==> config.mk <==
export PLATFORM = sky130hd
export DESIGN_NAME = fetch_ctrl_flat
export DESIGN_NICKNAME = d
export VERILOG_FILES = /design/src/rtl/fetch_ctrl_if.sv /design/src/rtl/fetch_ctrl.sv /design/src/flat_wrapper.sv
export SDC_FILE = /design/constraint.sdc
export NUM_CORES = 1
export LEC_CHECK = 0
export BUFFER_PORTS_ARGS = -buffer_cell sky130_fd_sc_hd__buf_2
export CAP_MARGIN = 10
export CORE_MARGIN = 2
export CORE_UTILIZATION = 54
export CTS_CLUSTER_SIZE = 10
export DETAILED_ROUTE_END_ITERATION = 8
export GPL_TIMING_DRIVEN = 1
export HOLD_SLACK_MARGIN = 0.02
export PLACE_DENSITY = 0.86
export SETUP_SLACK_MARGIN = 0.02
export SLEW_MARGIN = 20
export SYNTH_ARGS = -nofsm -noshare
export SYNTH_HDL_FRONTEND = slang
export SYNTH_SLANG_ARGS = --single-unit
==> constraint.sdc <==
create_clock -name clk_i -period 3.6 [get_ports clk_i]
set_input_delay 0.54 -clock clk_i [delete_from_list [all_inputs] [get_ports clk_i]]
set_output_delay 0.54 -clock clk_i [all_outputs]
set_load 0.1 [all_outputs]
==> src/rtl/fetch_ctrl_if.sv <==
// rtl/fetch_ctrl_if.sv - fetch controller bundle: icache/mini-decode inputs, execute redirect/train, fetch outputs
// master is the fetch controller; slave is the surrounding pipeline.
interface fetch_ctrl_if;
  logic        instr_data_ok_i;
  logic        mini_op_branch_i;
  logic        mini_op_jal_i;
  logic [31:0] mini_jal_jmp_i;
  logic [31:0] mini_branch_jmp_i;
  logic        D_stall_i;
  logic        E_redirect_i;
  logic [31:0] E_redirect_pc_i;
  logic        E_train_vaild_i;
  logic [31:0] E_train_pc_i;
  logic        E_train_taken_i;
  logic [31:0] F_PC_o;
  logic        F_valid_o;
  logic        F_pred_taken_o;

  modport master (
    input  instr_data_ok_i, mini_op_branch_i, mini_op_jal_i, mini_jal_jmp_i,
           mini_branch_jmp_i, D_stall_i, E_redirect_i, E_redirect_pc_i,
           E_train_vaild_i, E_train_pc_i, E_train_taken_i,
    output F_PC_o, F_valid_o, F_pred_taken_o
  );

  modport slave (
    output instr_data_ok_i, mini_op_branch_i, mini_op_jal_i, mini_jal_jmp_i,
           mini_branch_jmp_i, D_stall_i, E_redirect_i, E_redirect_pc_i,
           E_train_vaild_i, E_train_pc_i, E_train_taken_i,
    input  F_PC_o, F_valid_o, F_pred_taken_o
  );
endinterface

==> src/rtl/fetch_ctrl.sv <==
// rtl/fetch_ctrl.sv - fetch PC sequencer with 2-bit counter branch prediction and redirect handling
// F_PC_o is the registered fetch address; valid/prediction are decoded from it and the current icache response.
module fetch_ctrl #(
  parameter logic [31:0] RESET_PC    = 32'h8000_0000,
  parameter int          BHT_ENTRIES = 16
) (
  input  logic   clk_i,
  input  logic   rst,
  fetch_ctrl_if.master bus
);

  localparam int IDX_W = $clog2(BHT_ENTRIES);

  typedef enum logic [1:0] {
    BOOT  = 2'b00,
    FETCH = 2'b01,
    FLUSH = 2'b10
  } state_t;

  state_t             state;
  logic [31:0]        pc_q;
  logic [31:0]        pending_pc;
  logic [1:0]         bht [BHT_ENTRIES];

  logic [IDX_W-1:0]   lookup_idx;
  logic [IDX_W-1:0]   train_idx;
  logic [1:0]         lookup_ctr;
  logic [1:0]         train_ctr;
  logic               pred_branch;
  logic               valid;
  logic               advance;
  logic [31:0]        next_pc;

  assign lookup_idx  = pc_q[IDX_W+1:2];
  assign train_idx   = bus.E_train_pc_i[IDX_W+1:2];
  assign lookup_ctr  = bht[lookup_idx];
  assign train_ctr   = bht[train_idx];
  assign pred_branch = bus.mini_op_branch_i & lookup_ctr[1];

  assign valid   = (state == FETCH) & bus.instr_data_ok_i & ~bus.E_redirect_i;
  assign advance = valid & ~bus.D_stall_i;

  always_comb begin
    next_pc = pc_q + 32'd4;
    if (bus.mini_op_jal_i)
      next_pc = bus.mini_jal_jmp_i;
    else if (pred_branch)
      next_pc = bus.mini_branch_jmp_i;
  end

  assign bus.F_PC_o         = pc_q;
  assign bus.F_valid_o      = valid;
  assign bus.F_pred_taken_o = valid & (bus.mini_op_jal_i | pred_branch);

  // A redirect that arrives while the icache is still busy must wait for the
  // outstanding access to return before the address may change.
  always_ff @(posedge clk_i or posedge rst) begin
    if (rst) begin
      state      <= BOOT;
      pc_q       <= RESET_PC;
      pending_pc <= '0;
    end else begin
      case (state)
        BOOT: begin
          state <= FETCH;
          if (bus.E_redirect_i)
            pc_q <= bus.E_redirect_pc_i;
        end
        FETCH: begin
          if (bus.E_redirect_i) begin
            if (bus.instr_data_ok_i) begin
              pc_q <= bus.E_redirect_pc_i;
            end else begin
              pending_pc <= bus.E_redirect_pc_i;
              state      <= FLUSH;
            end
          end else if (advance) begin
            pc_q <= next_pc;
          end
        end
        FLUSH: begin
          if (bus.instr_data_ok_i) begin
            pc_q  <= bus.E_redirect_i ? bus.E_redirect_pc_i : pending_pc;
            state <= FETCH;
          end else if (bus.E_redirect_i) begin
            pending_pc <= bus.E_redirect_pc_i;
          end
        end
        default: state <= BOOT;
      endcase
    end
  end

  // Lookup reads the array combinationally, so a same-cycle update is seen only next cycle.
  always_ff @(posedge clk_i or posedge rst) begin
    if (rst) begin
      for (int i = 0; i < BHT_ENTRIES; i++)
        bht[i] <= 2'b01;
    end else if (bus.E_train_vaild_i) begin
      if (bus.E_train_taken_i) begin
        if (train_ctr != 2'b11)
          bht[train_idx] <= train_ctr + 2'd1;
      end else begin
        if (train_ctr != 2'b00)
          bht[train_idx] <= train_ctr - 2'd1;
      end
    end
  end

endmodule
==> src/flat_wrapper.sv <==
// flat-port wrapper written by rule: the top's interface ports become plain ports
module fetch_ctrl_flat 
#(
  parameter logic [31:0] RESET_PC    = 32'h8000_0000,
  parameter int          BHT_ENTRIES = 16
)
  (clk_i, rst, bus_instr_data_ok_i, bus_mini_op_branch_i, bus_mini_op_jal_i, bus_mini_jal_jmp_i, bus_mini_branch_jmp_i, bus_D_stall_i, bus_E_redirect_i, bus_E_redirect_pc_i, bus_E_train_vaild_i, bus_E_train_pc_i, bus_E_train_taken_i, bus_F_PC_o, bus_F_valid_o, bus_F_pred_taken_o);
  fetch_ctrl_if bus_i ();
  input  logic clk_i;
  input  logic rst;
  input wire logic [$bits(bus_i.instr_data_ok_i)-1:0] bus_instr_data_ok_i;
  input wire logic [$bits(bus_i.mini_op_branch_i)-1:0] bus_mini_op_branch_i;
  input wire logic [$bits(bus_i.mini_op_jal_i)-1:0] bus_mini_op_jal_i;
  input wire logic [$bits(bus_i.mini_jal_jmp_i)-1:0] bus_mini_jal_jmp_i;
  input wire logic [$bits(bus_i.mini_branch_jmp_i)-1:0] bus_mini_branch_jmp_i;
  input wire logic [$bits(bus_i.D_stall_i)-1:0] bus_D_stall_i;
  input wire logic [$bits(bus_i.E_redirect_i)-1:0] bus_E_redirect_i;
  input wire logic [$bits(bus_i.E_redirect_pc_i)-1:0] bus_E_redirect_pc_i;
  input wire logic [$bits(bus_i.E_train_vaild_i)-1:0] bus_E_train_vaild_i;
  input wire logic [$bits(bus_i.E_train_pc_i)-1:0] bus_E_train_pc_i;
  input wire logic [$bits(bus_i.E_train_taken_i)-1:0] bus_E_train_taken_i;
  output wire logic [$bits(bus_i.F_PC_o)-1:0] bus_F_PC_o;
  output wire logic [$bits(bus_i.F_valid_o)-1:0] bus_F_valid_o;
  output wire logic [$bits(bus_i.F_pred_taken_o)-1:0] bus_F_pred_taken_o;
  assign bus_i.instr_data_ok_i = bus_instr_data_ok_i;
  assign bus_i.mini_op_branch_i = bus_mini_op_branch_i;
  assign bus_i.mini_op_jal_i = bus_mini_op_jal_i;
  assign bus_i.mini_jal_jmp_i = bus_mini_jal_jmp_i;
  assign bus_i.mini_branch_jmp_i = bus_mini_branch_jmp_i;
  assign bus_i.D_stall_i = bus_D_stall_i;
  assign bus_i.E_redirect_i = bus_E_redirect_i;
  assign bus_i.E_redirect_pc_i = bus_E_redirect_pc_i;
  assign bus_i.E_train_vaild_i = bus_E_train_vaild_i;
  assign bus_i.E_train_pc_i = bus_E_train_pc_i;
  assign bus_i.E_train_taken_i = bus_E_train_taken_i;
  assign bus_F_PC_o = bus_i.F_PC_o;
  assign bus_F_valid_o = bus_i.F_valid_o;
  assign bus_F_pred_taken_o = bus_i.F_pred_taken_o;
  fetch_ctrl #(.RESET_PC(RESET_PC), .BHT_ENTRIES(BHT_ENTRIES)) u_core (.clk_i(clk_i), .rst(rst), .bus(bus_i));
endmodule
==> results of run 1 <==
[worst max-delay path: stages (launching register included)]
cell,delay [ns]
dfrtp_1,0.41
inv_1,0.13
ha_1,0.40
nor2b_1,0.59
and2_1,0.28
a21boi_4,0.21
buf_2,0.44
[logic make-up after synthesis]
family,after synthesis,synth area share
adders and majority gates,8,0.0158
and+or+nand+nor,166,0.136
xor gates and xnor gates,28,0.0388
AOI/OAI and AO/OA,144,0.176
buffers and inverters,55,0.0394
muxes,105,0.202
DFF,98,0.391
[per-stage QoR]
stage               worst slack (ns)  area (µm²)  hold slack (ns)
detailed placement           -0.0177        7190            0.485
floorplan                      0.149        6330            0.456
CTS                            0.282        7500            0.251
finish                         0.231        7520            0.227
global placement               0.135        7190            0.470
global route                   0.120        7510            0.278
[cell type report]
class | instances | area share
clock buffer | 11 | 0.0351
multi-input combinational | 451 | 0.486
timing repair buffer | 158 | 0.112
sequential | 98 | 0.329
clock inverter | 5 | 0.00682
tap | 143 | 0.0238
antenna | 3 | 0.000999
inverter | 12 | 0.00632
[worst max-delay path by stage]
stage                               to  slack, ns  cells after the start
CTS                 bus_F_pred_taken_o       0.28                      6
detailed placement      u_core.bht[29]      -0.02                     12
floorplan               u_core.bht[15]       0.15                      9
finish              bus_F_pred_taken_o       0.23                      6
global placement        u_core.bht[29]       0.13                      8
global route        bus_F_pred_taken_o       0.12                      6
[per-layer routing]
metal | up-vias | global-route usage | wire (µm)
met5 | - | 0 | 0
met4 | 0 | 0.159 | 624
met3 | 67 | 0.0637 | 1650
met2 | 349 | 0.468 | 8950
met1 | 2873 | 0.356 | 7130
li1 | 2572 | - | -
[power by group]
part           switching [W]  total [W]  internal, W
Combinational        0.00318    0.00486      0.00168
Clock               0.000477    0.00102     0.000545
Sequential          0.000560    0.00230      0.00174
Total                0.00422    0.00818      0.00396
[cell usage in the layout, fill, tap and decap left out, drive strengths merged, types with 10 or more instances in the layout]
cell | synthesis | final
dfrtp | 81 | 81
mux2 | 64 | 64
nor3 | 15 | 15
xnor2 | 24 | 24
o21ai | 32 | 32
mux4 | 11 | 11
inv | 12 | 15
nor2 | 49 | 49
buf | 15 | 158
o311ai | 16 | 16
nand3 | 12 | 12
nand4 | 13 | 13
nand2 | 28 | 28
a221oi | 10 | 10
nand3b | 15 | 15
dfstp | 17 | 17
a221o | 17 | 17
a21oi | 10 | 10
mux2i | 30 | 30
clkbuf | 28 | 11
==> metrics.txt, run 1 <==
# TYPE chip_impl_metric gauge
chip_impl_metric{name="worst_ep_arrival_time",unit="ns"} 2.83
chip_impl_metric{name="vias",unit=""} 5861
chip_impl_info{name="outcome",value="finished clean"} 1
chip_impl_metric{name="power_per_cell_area",unit="mW/mm²"} 1090
chip_impl_metric{name="drt_first_iter_violations",unit=""} 759
chip_impl_metric{name="clk_transition_reported_paths",unit="ns"} 0.07
chip_impl_metric{name="track_usage",unit=""} 0.287
chip_impl_metric{name="initial_utilization",unit=""} 0.553
chip_impl_metric{name="final_nets",unit=""} 875
chip_impl_metric{name="post_cts.repair.setup_buffers",unit=""} 0
chip_impl_metric{name="antenna_found_initial",unit=""} 3
chip_impl_info{name="post_synth_most_frequent_cells",value="81 x dfrtp_1, 63 x mux2_2, 49 x nor2_1, 30 x mux2i_1, 30 x o21ai_0"} 1
chip_impl_metric{name="fp.dieArea",unit="mm²"} 0.0126
chip_impl_metric{name="max_clock_freq",unit="MHz"} 297
chip_impl_metric{name="nFillCells",unit=""} 877
chip_impl_metric{name="dieHeight",unit="µm"} 112
chip_impl_metric{name="seq_area",unit="mm²"} 0.00247
chip_impl_info{name="cts_tree",value="done"} 1
chip_impl_metric{name="global_route.overflow_total",unit=""} 0
chip_impl_metric{name="num_io_pins",unit=""} 171
chip_impl_metric{name="synth.cell_area",unit="mm²"} 0.00632
chip_impl_metric{name="max_cap_viol_count",unit=""} 0
chip_impl_metric{name="placement.io_buffers",unit=""} 142
chip_impl_metric{name="synth-seq-cells",unit=""} 98
chip_impl_metric{name="multi_input_area",unit="mm²"} 0.00365
chip_impl_metric{name="max-clock-path-buffers",unit=""} 2
chip_impl_metric{name="post_route_drc",unit=""} 0
chip_impl_metric{name="drive_above_1_share",unit=""} 0.377
chip_impl_metric{name="detailed_place_hpwl",unit="µm"} 13000
chip_impl_metric{name="irDropWorstVdd",unit="µV"} 990
chip_impl_metric{name="post_cts.resized_instances",unit=""} 0
chip_impl_metric{name="synthesis.instances",unit=""} 604
chip_impl_info{name="grt_setup_unrepaired",value="false"} 1
chip_impl_metric{name="mappedNetlistNets",unit=""} 749
chip_impl_metric{name="ys_seq_area_frac",unit=""} 0.391
chip_impl_metric{name="final.setup.tns",unit="ns"} 0
chip_impl_metric{name="reg2reg_depth",unit=""} 9
chip_impl_metric{name="netlist.area_leader.share",unit=""} 0.321
chip_impl_metric{name="pin_count_of_the_biggest_net_entering_global_routing",unit=""} 45
chip_impl_info{name="ys_dominant_reg_cell",value="dfrtp_1"} 1
chip_impl_metric{name="floorplan.core_area",unit="mm²"} 0.0114
chip_impl_metric{name="worst-r2r-setup-slack",unit="ns"} 0.59
chip_impl_metric{name="die_width",unit="µm"} 112
chip_impl_info{name="crit_type",value="register to output pin"} 1
chip_impl_metric{name="vias_per_cell",unit=""} 6.65
chip_impl_info{name="worstSetupEndpointType",value="output pin"} 1
chip_impl_metric{name="worst_slew_margin_rel",unit=""} 0.366
chip_impl_metric{name="ant_nets",unit=""} 0
chip_impl_metric{name="power.static_leakage",unit="nW"} 3.26
chip_impl_metric{name="fin_total_pwr",unit="W"} 0.00818
chip_impl_metric{name="final.period_utilization",unit=""} 0.936
chip_impl_metric{name="tritoncts.num_buffers",unit=""} 9
chip_impl_metric{name="clock_tree.htree_level_count",unit=""} 3
chip_impl_metric{name="setup_skew_after_layout",unit="ns"} 0.00776
chip_impl_metric{name="report.final.hold_viol_count",unit=""} 0
chip_impl_metric{name="syn_to_final_growth",unit="%"} 19.0
chip_impl_metric{name="routabilityCongestion",unit=""} 0.951
chip_impl_metric{name="grt_pass1_wl",unit="µm"} 29000
chip_impl_info{name="reg_to_reg_end",value="u_core.bht[29]"} 1
chip_impl_metric{name="timing_worst_slew_pin_value",unit="ns"} 0.951
chip_impl_metric{name="grt_pass1_vias",unit=""} 5903
chip_impl_metric{name="synthesis.area_per_instance",unit="µm²"} 10.5
chip_impl_metric{name="synth-async-reset-ratio",unit=""} 1.00
chip_impl_info{name="timing.hold.worst.class",value="input pin to async pin"} 1
chip_impl_metric{name="worstSkewPairLatency",unit="ns"} 0.36
chip_impl_metric{name="setup_viol",unit=""} 0
chip_impl_metric{name="drtPass1Iterations",unit=""} 6
chip_impl_metric{name="synth_edf_count",unit=""} 0
chip_impl_info{name="r2r_start",value="u_core.bht[25]"} 1
chip_impl_metric{name="post-place-cells",unit=""} 862
chip_impl_metric{name="period_needed",unit="ns"} 3.37
chip_impl_metric{name="placement_rows",unit=""} 39
chip_impl_info{name="startpoint",value="u_core.state[1]"} 1
chip_impl_info{name="post-synth-top-area-cell",value="dfrtp_1"} 1
chip_impl_metric{name="clock-sinks",unit=""} 98
chip_impl_info{name="synth_top_cells_by_area",value="dfrtp_1 32%, mux2_2 11%, dfstp_2 7.1%, mux2i_1 4.8%, xnor2_1 3.3%"} 1
chip_impl_metric{name="finalNonFillerCells",unit=""} 881
chip_impl_metric{name="critPathRequiredTime",unit="ns"} 3.06
chip_impl_info{name="clockRootBuffer",value="clkbuf_16"} 1
chip_impl_metric{name="total_wire_length_after_detailed_routing",unit="µm"} 18400
chip_impl_metric{name="cts_hold_repair.buffers",unit=""} 0
chip_impl_metric{name="worstPathMaxFanout",unit=""} 12
chip_impl_metric{name="detail_route.wl_per_cell",unit="µm"} 20.8
chip_impl_metric{name="finalMaxSlewViolations",unit=""} 0
chip_impl_metric{name="final_core_util",unit=""} 0.658
chip_impl_info{name="post-synth-top-count-cell",value="dfrtp_1"} 1
chip_impl_info{name="cp-start-kind",value="register"} 1
chip_impl_metric{name="ys.warnings.count",unit=""} 0
chip_impl_metric{name="synth_cell_types",unit=""} 64
Power figures use the tool's default switching activity.
==> run 2: changes to the inputs <==
- BUFFER_PORTS_ARGS: -buffer_cell sky130_fd_sc_hd__buf_2 -> unset
- CAP_MARGIN: 10 -> 40
- CORE_UTILIZATION: 54 -> 60
- DONT_BUFFER_PORTS: unset -> 1
- PLACE_DENSITY: 0.86 -> 0.8
==> metrics.txt, run 2 (synthesized netlist as in run 1, its figures left out) <==
# TYPE chip_impl_metric gauge
chip_impl_info{name="clockRootBuffer",value="clkbuf_8"} 1
chip_impl_metric{name="drt_first_iter_violations",unit=""} 604
chip_impl_metric{name="setup_viol",unit=""} 0
chip_impl_metric{name="tritoncts.num_buffers",unit=""} 9
chip_impl_info{name="crit_type",value="register to output pin"} 1
chip_impl_metric{name="part_of_the_power_in_the_clock_network",unit=""} 0.089
chip_impl_metric{name="floorplan.core_area",unit="mm²"} 0.0103
chip_impl_metric{name="drive_above_1_share",unit=""} 0.267
chip_impl_metric{name="clk_transition_reported_paths",unit="ns"} 0.12
chip_impl_info{name="final_common_cell",value="dfrtp_1"} 1
chip_impl_metric{name="worst_slew_margin_rel",unit=""} 0.414
chip_impl_metric{name="detail_route.wl_per_cell",unit="µm"} 23.1
chip_impl_metric{name="worstPathMaxFanout",unit=""} 12
chip_impl_metric{name="grt_pass1_vias",unit=""} 5329
chip_impl_metric{name="post_cts.resized_instances",unit=""} 0
chip_impl_metric{name="die_width",unit="µm"} 107
chip_impl_metric{name="critPathRequiredTime",unit="ns"} 3.06
chip_impl_metric{name="initial_utilization",unit=""} 0.615
chip_impl_metric{name="multi_input_area",unit="mm²"} 0.00364
chip_impl_info{name="outcome",value="finished clean"} 1
chip_impl_metric{name="postLayoutSetupSlackWorst",unit="ns"} 0.436
chip_impl_metric{name="vias_per_cell",unit=""} 6.95
chip_impl_metric{name="fp.dieArea",unit="mm²"} 0.0114
chip_impl_metric{name="switching_share",unit=""} 0.522
chip_impl_metric{name="placement_rows",unit=""} 37
chip_impl_metric{name="worst_ep_arrival_time",unit="ns"} 2.62
chip_impl_metric{name="clock-sinks",unit=""} 98
chip_impl_metric{name="timing_worst_slew_pin_value",unit="ns"} 0.878
chip_impl_metric{name="placement.io_buffers",unit=""} 0
chip_impl_metric{name="vias",unit=""} 5324
chip_impl_metric{name="irDropWorstVdd",unit="µV"} 654
chip_impl_metric{name="report.final.hold_viol_count",unit=""} 0
chip_impl_metric{name="detailed_place_hpwl",unit="µm"} 12800
chip_impl_metric{name="power_per_cell_area",unit="mW/mm²"} 1140
chip_impl_metric{name="track_usage",unit=""} 0.315
chip_impl_metric{name="drtPass1Iterations",unit=""} 5
chip_impl_metric{name="post_route_drc",unit=""} 0
chip_impl_metric{name="sequentialPowerShare",unit=""} 0.270
chip_impl_info{name="cp-start-kind",value="register"} 1
chip_impl_metric{name="syn_to_final_growth",unit="%"} 10.7
chip_impl_metric{name="max_clock_freq",unit="MHz"} 316
chip_impl_metric{name="final.setup.tns",unit="ns"} 0
chip_impl_metric{name="finalMaxSlewViolations",unit=""} 0
chip_impl_metric{name="final_core_util",unit=""} 0.681
chip_impl_metric{name="routabilityCongestion",unit=""} 0.937
chip_impl_metric{name="ant_nets",unit=""} 0
chip_impl_metric{name="grt_pass1_wl",unit="µm"} 28100
chip_impl_info{name="timing.hold.worst.class",value="input pin to register"} 1
chip_impl_metric{name="final.period_utilization",unit=""} 0.879
chip_impl_metric{name="max_cap_viol_count",unit=""} 0
chip_impl_info{name="cts_tree",value="done"} 1
chip_impl_metric{name="global_route.overflow_total",unit=""} 0
chip_impl_metric{name="clock_tree.htree_level_count",unit=""} 3
chip_impl_metric{name="antenna-diode-count",unit=""} 0
chip_impl_metric{name="pin_count_of_the_biggest_net_entering_global_routing",unit=""} 56
chip_impl_metric{name="part_of_the_power_in_combinational_logic",unit=""} 0.641
chip_impl_metric{name="p_int",unit="W"} 0.00380
chip_impl_info{name="mostFrequentLayoutCells",value="81 x dfrtp_1, 63 x mux2_2, 48 x nor2_1"} 1
chip_impl_metric{name="setup_skew_after_layout",unit="ns"} 0.0176
chip_impl_metric{name="dieHeight",unit="µm"} 107
chip_impl_metric{name="num_io_pins",unit=""} 171
chip_impl_info{name="worstSetupEndpointType",value="output pin"} 1
chip_impl_metric{name="total_wire_length_after_detailed_routing",unit="µm"} 17700
chip_impl_metric{name="nFillCells",unit=""} 785
chip_impl_metric{name="antenna_found_initial",unit=""} 0
chip_impl_metric{name="power.static_leakage",unit="nW"} 2.82
chip_impl_metric{name="period_needed",unit="ns"} 3.16
chip_impl_metric{name="worstSkewPairLatency",unit="ns"} 0.37
chip_impl_info{name="grt_setup_unrepaired",value="false"} 1
chip_impl_metric{name="final_nets",unit=""} 770
chip_impl_metric{name="max-clock-path-buffers",unit=""} 2
chip_impl_metric{name="seq_area",unit="mm²"} 0.00247
chip_impl_metric{name="pre_cts_slack",unit="ns"} 0.449
chip_impl_metric{name="power_dissipated_by_switching_net_loads",unit="W"} 0.00415
## run 2: cell types whose count changed in the layout (fill, tap and decap cells not counted), sizes merged
cell / previous run / this run
buf: 158 / 52
clkbuf: 11 / 10
clkinv: 2 / 1
clkinvlp: 0 / 2
diode: 3 / 0
dlygate4sd3: 0 / 1
## run 2: worst paths after layout
path / from / endpoint / slack (ns) / depth (start not counted)
max: u_core.state[1] / bus_F_pred_taken_o / 0.44 / 6
min: bus_E_redirect_pc_i[8] / u_core.pending_pc[8] / 0.31 / 1
max reg2reg: u_core.bht[1] / u_core.bht[29] / 0.57 / 9
min reg2reg: register / register / 0.49 / 2
max in group asynchronous: rst / async pin / 2.35 / 3
min in group asynchronous: rst / u_core.bht[31] / 0.62 / 2
## run 2: stage by stage
step | cells | instance area (µm²) | power (W) | hold slack [ns]
finish | 766 | 7000 | 0.00795 | 0.307
global route | 766 | 7000 | 0.00838 | 0.292
CTS | 766 | 7000 | 0.00789 | 0.300
detailed placement | 749 | 6790 | 0.00718 | 0.407
global placement | 743 | 6690 | 0.00690 | 0.472
floorplan | 604 | 6330 | 0.00601 | 0.456
## run 2: power by group through the flow
stage	logic [W]	clock network [W]	registers (W)
2_1_floorplan	0.00259	0	0.00342
3_3_place_gp	0.00471	0	0.00219
3_5_place_dp	0.00503	0	0.00216
4_1_cts	0.00505	0.000714	0.00213
5_1_grt	0.00542	0.000756	0.00221
6_report	0.00510	0.000705	0.00215
## run 2: worst max-delay path, stage by stage (launching register included)
cell,delay (ns)
dfrtp_1,0.43
inv_1,0.14
ha_1,0.43
nor2b_1,0.61
and2_1,0.26
a21boi_4,0.20
buf_12,0.19
## run 2: timing repair
item                                   in CTS  in global routing
hold buffers                                1                  0
setup endpoints to repair                   0                  0
setup buffers                               0                  0
endpoints found under the hold margin      15                  0
## run 2: layout make-up
cell class / instances / area share
Timing Repair Buffer: 53 / 0.0665
Tap cell: 136 / 0.0243
Clock inverter: 6 / 0.00823
Clock buffer: 10 / 0.0197
Inverter: 12 / 0.00680
Sequential cell: 98 / 0.354
Multi-Input combinational cell: 451 / 0.521
## run 2: metal layers
metal | share of wire | GRT usage | wire (µm)
met1 | 0.40 | 0.422 | 7060
met2 | 0.47 | 0.490 | 8270
met3 | 0.11 | 0.0954 | 1980
met4 | 0.021 | 0.108 | 365
met5 | 0 | 0 | 0
==> run 3: changes to the inputs <==
- CAP_MARGIN: 40 -> 15
- SLEW_MARGIN: 20 -> 30
- clock period: 3.6 -> 3.45 ns (I/O delays scaled with it)
==> metrics.txt, run 3 (synthesized netlist as in run 1, its figures left out) <==
# TYPE chip_impl_metric gauge
chip_impl_metric{name="floorplan.core_area",unit="mm²"} 0.0103
chip_impl_info{name="grt_setup_unrepaired",value="false"} 1
chip_impl_metric{name="vias_per_cell",unit=""} 6.97
chip_impl_metric{name="clk_transition_reported_paths",unit="ns"} 0.10
chip_impl_metric{name="worstSkewPairLatency",unit="ns"} 0.38
chip_impl_metric{name="sequentialPowerShare",unit=""} 0.288
chip_impl_metric{name="detailed_place_hpwl",unit="µm"} 12600
chip_impl_metric{name="worstPathMaxFanout",unit=""} 12
chip_impl_metric{name="detail_route.wl_per_cell",unit="µm"} 23.1
chip_impl_metric{name="fp.dieArea",unit="mm²"} 0.0114
chip_impl_metric{name="post_cts.resized_instances",unit=""} 0
chip_impl_metric{name="num_io_pins",unit=""} 171
chip_impl_metric{name="max_cap_viol_count",unit=""} 0
chip_impl_metric{name="clock-sinks",unit=""} 98
chip_impl_info{name="crit_type",value="register to output pin"} 1
chip_impl_metric{name="routabilityCongestion",unit=""} 0.940
chip_impl_metric{name="die_width",unit="µm"} 107
chip_impl_metric{name="p_int",unit="W"} 0.00394
chip_impl_metric{name="irDropWorstVdd",unit="µV"} 645
chip_impl_metric{name="total_wire_length_after_detailed_routing",unit="µm"} 17600
chip_impl_metric{name="switching_share",unit=""} 0.521
chip_impl_metric{name="max-clock-path-buffers",unit=""} 2
chip_impl_metric{name="post_cts.repair.setup_buffers",unit=""} 0
chip_impl_metric{name="placement_rows",unit=""} 37
chip_impl_metric{name="clock_tree.htree_level_count",unit=""} 3
chip_impl_metric{name="part_of_the_power_in_the_clock_network",unit=""} 0.092
chip_impl_metric{name="period_needed",unit="ns"} 3.08
chip_impl_info{name="final_common_cell",value="dfrtp_1"} 1
chip_impl_metric{name="track_usage",unit=""} 0.319
chip_impl_metric{name="initial_utilization",unit=""} 0.615
chip_impl_metric{name="finalMaxSlewViolations",unit=""} 0
chip_impl_metric{name="grt_pass1_wl",unit="µm"} 28100
chip_impl_metric{name="part_of_the_power_in_combinational_logic",unit=""} 0.620
chip_impl_metric{name="setup_skew_after_layout",unit="ns"} 0.0114
chip_impl_metric{name="worst-r2r-setup-slack",unit="ns"} 0.41
chip_impl_metric{name="tritoncts.num_buffers",unit=""} 9
chip_impl_info{name="clockRootBuffer",value="clkbuf_8"} 1
chip_impl_metric{name="pin_count_of_the_biggest_net_entering_global_routing",unit=""} 58
chip_impl_metric{name="setup_viol",unit=""} 0
chip_impl_metric{name="post-place-cells",unit=""} 744
chip_impl_metric{name="drt_first_iter_violations",unit=""} 613
chip_impl_metric{name="power_per_cell_area",unit="mW/mm²"} 1190
chip_impl_metric{name="global_route.overflow_total",unit=""} 0
chip_impl_metric{name="critPathRequiredTime",unit="ns"} 2.93
chip_impl_metric{name="worst_ep_arrival_time",unit="ns"} 2.56
chip_impl_metric{name="power_dissipated_by_switching_net_loads",unit="W"} 0.00428
chip_impl_metric{name="reg2reg_depth",unit=""} 11
chip_impl_metric{name="power.static_leakage",unit="nW"} 2.78
chip_impl_metric{name="drive_above_1_share",unit=""} 0.263
chip_impl_metric{name="timing_worst_slew_pin_value",unit="ns"} 0.982
chip_impl_info{name="reg_to_reg_end",value="u_core.bht[29]"} 1
chip_impl_info{name="cts_tree",value="done"} 1
chip_impl_metric{name="dieHeight",unit="µm"} 107
chip_impl_metric{name="antenna_found_initial",unit=""} 1
chip_impl_info{name="cp-start-kind",value="register"} 1
chip_impl_info{name="mostFrequentLayoutCells",value="81 x dfrtp_1, 63 x mux2_2, 48 x nor2_1"} 1
chip_impl_metric{name="finalNonFillerCells",unit=""} 761
chip_impl_metric{name="worst_slew_margin_rel",unit=""} 0.345
chip_impl_metric{name="post_route_drc",unit=""} 0
chip_impl_metric{name="vias",unit=""} 5304
chip_impl_metric{name="cts_hold_repair.buffers",unit=""} 0
chip_impl_info{name="timing.hold.worst.class",value="input pin to async pin"} 1
chip_impl_metric{name="nFillCells",unit=""} 808
chip_impl_metric{name="report.final.hold_viol_count",unit=""} 0
chip_impl_info{name="worstSetupEndpointType",value="output pin"} 1
chip_impl_metric{name="max_clock_freq",unit="MHz"} 325
chip_impl_metric{name="grt_pass1_vias",unit=""} 5333
chip_impl_metric{name="syn_to_final_growth",unit="%"} 9.47
chip_impl_metric{name="drtPass1Iterations",unit=""} 6
chip_impl_info{name="outcome",value="finished clean"} 1
chip_impl_metric{name="placement.io_buffers",unit=""} 0
chip_impl_metric{name="final.setup.tns",unit="ns"} 0
chip_impl_metric{name="final_nets",unit=""} 764
chip_impl_metric{name="ant_nets",unit=""} 0
chip_impl_metric{name="final.period_utilization",unit=""} 0.893
[run 3: metrics by stage]
stage	utilization	instance area [µm²]	setup slack [ns]	hold slack (ns)	total power, W
detailed placement	0.654	6720	0.238	0.482	0.00742
finish	0.673	6920	0.370	0.121	0.00823
CTS	0.673	6910	0.385	0.151	0.00818
floorplan	-	6330	0.0215	0.456	0.00627
global route	0.673	6920	0.142	0.171	0.00869
global placement	0.653	6710	0.301	0.468	0.00722
[run 3: critical path, cell delays in order (launching register included)]
cell	delay [ns]
dfrtp_1	0.41
inv_1	0.12
ha_1	0.45
nor2b_1	0.58
and2_1	0.25
a21boi_4	0.20
buf_12	0.19
[run 3: power groups by stage]
stage	Sequential [W]	Combinational, W	Clock [W]
final	0.00237	0.00510	0.000756
after global placement	0.00234	0.00488	0
after CTS	0.00236	0.00505	0.000766
after floorplan	0.00357	0.00270	0
after detailed placement	0.00239	0.00503	0
after global routing	0.00245	0.00543	0.000815
[run 3: final cells by class]
cell class,instances,area [µm²],share of cell area
diodes,1,2.50,0.000362
clock buffers,11,131,0.0190
clock inverters,5,62.6,0.00904
inverters,12,47.5,0.00687
multi-input cells,451,3650,0.528
flip-flops and latches,98,2470,0.358
well taps,136,170,0.0246
repair buffers,47,378,0.0546
[run 3: worst max-delay path by stage]
stage | startpoint | end | cells after the start
2_1_floorplan | bus_E_train_pc_i[2] | u_core.bht[15] | 9
3_3_place_gp | bus_E_train_pc_i[2] | u_core.bht[1] | 7
3_5_place_dp | bus_E_train_pc_i[2] | u_core.bht[27] | 11
4_1_cts | u_core.state[1] | bus_F_pred_taken_o | 6
5_1_grt | register | u_core.bht[29] | 11
6_report | u_core.state[1] | bus_F_pred_taken_o | 6
[run 3: routing by layer]
metal,global-route usage,part of all wire,vias up
li1,-,-,2344
met1,0.421,0.39,2608
met2,0.505,0.47,300
met3,0.102,0.11,52
met4,0.0993,0.027,0
met5,0,0,-
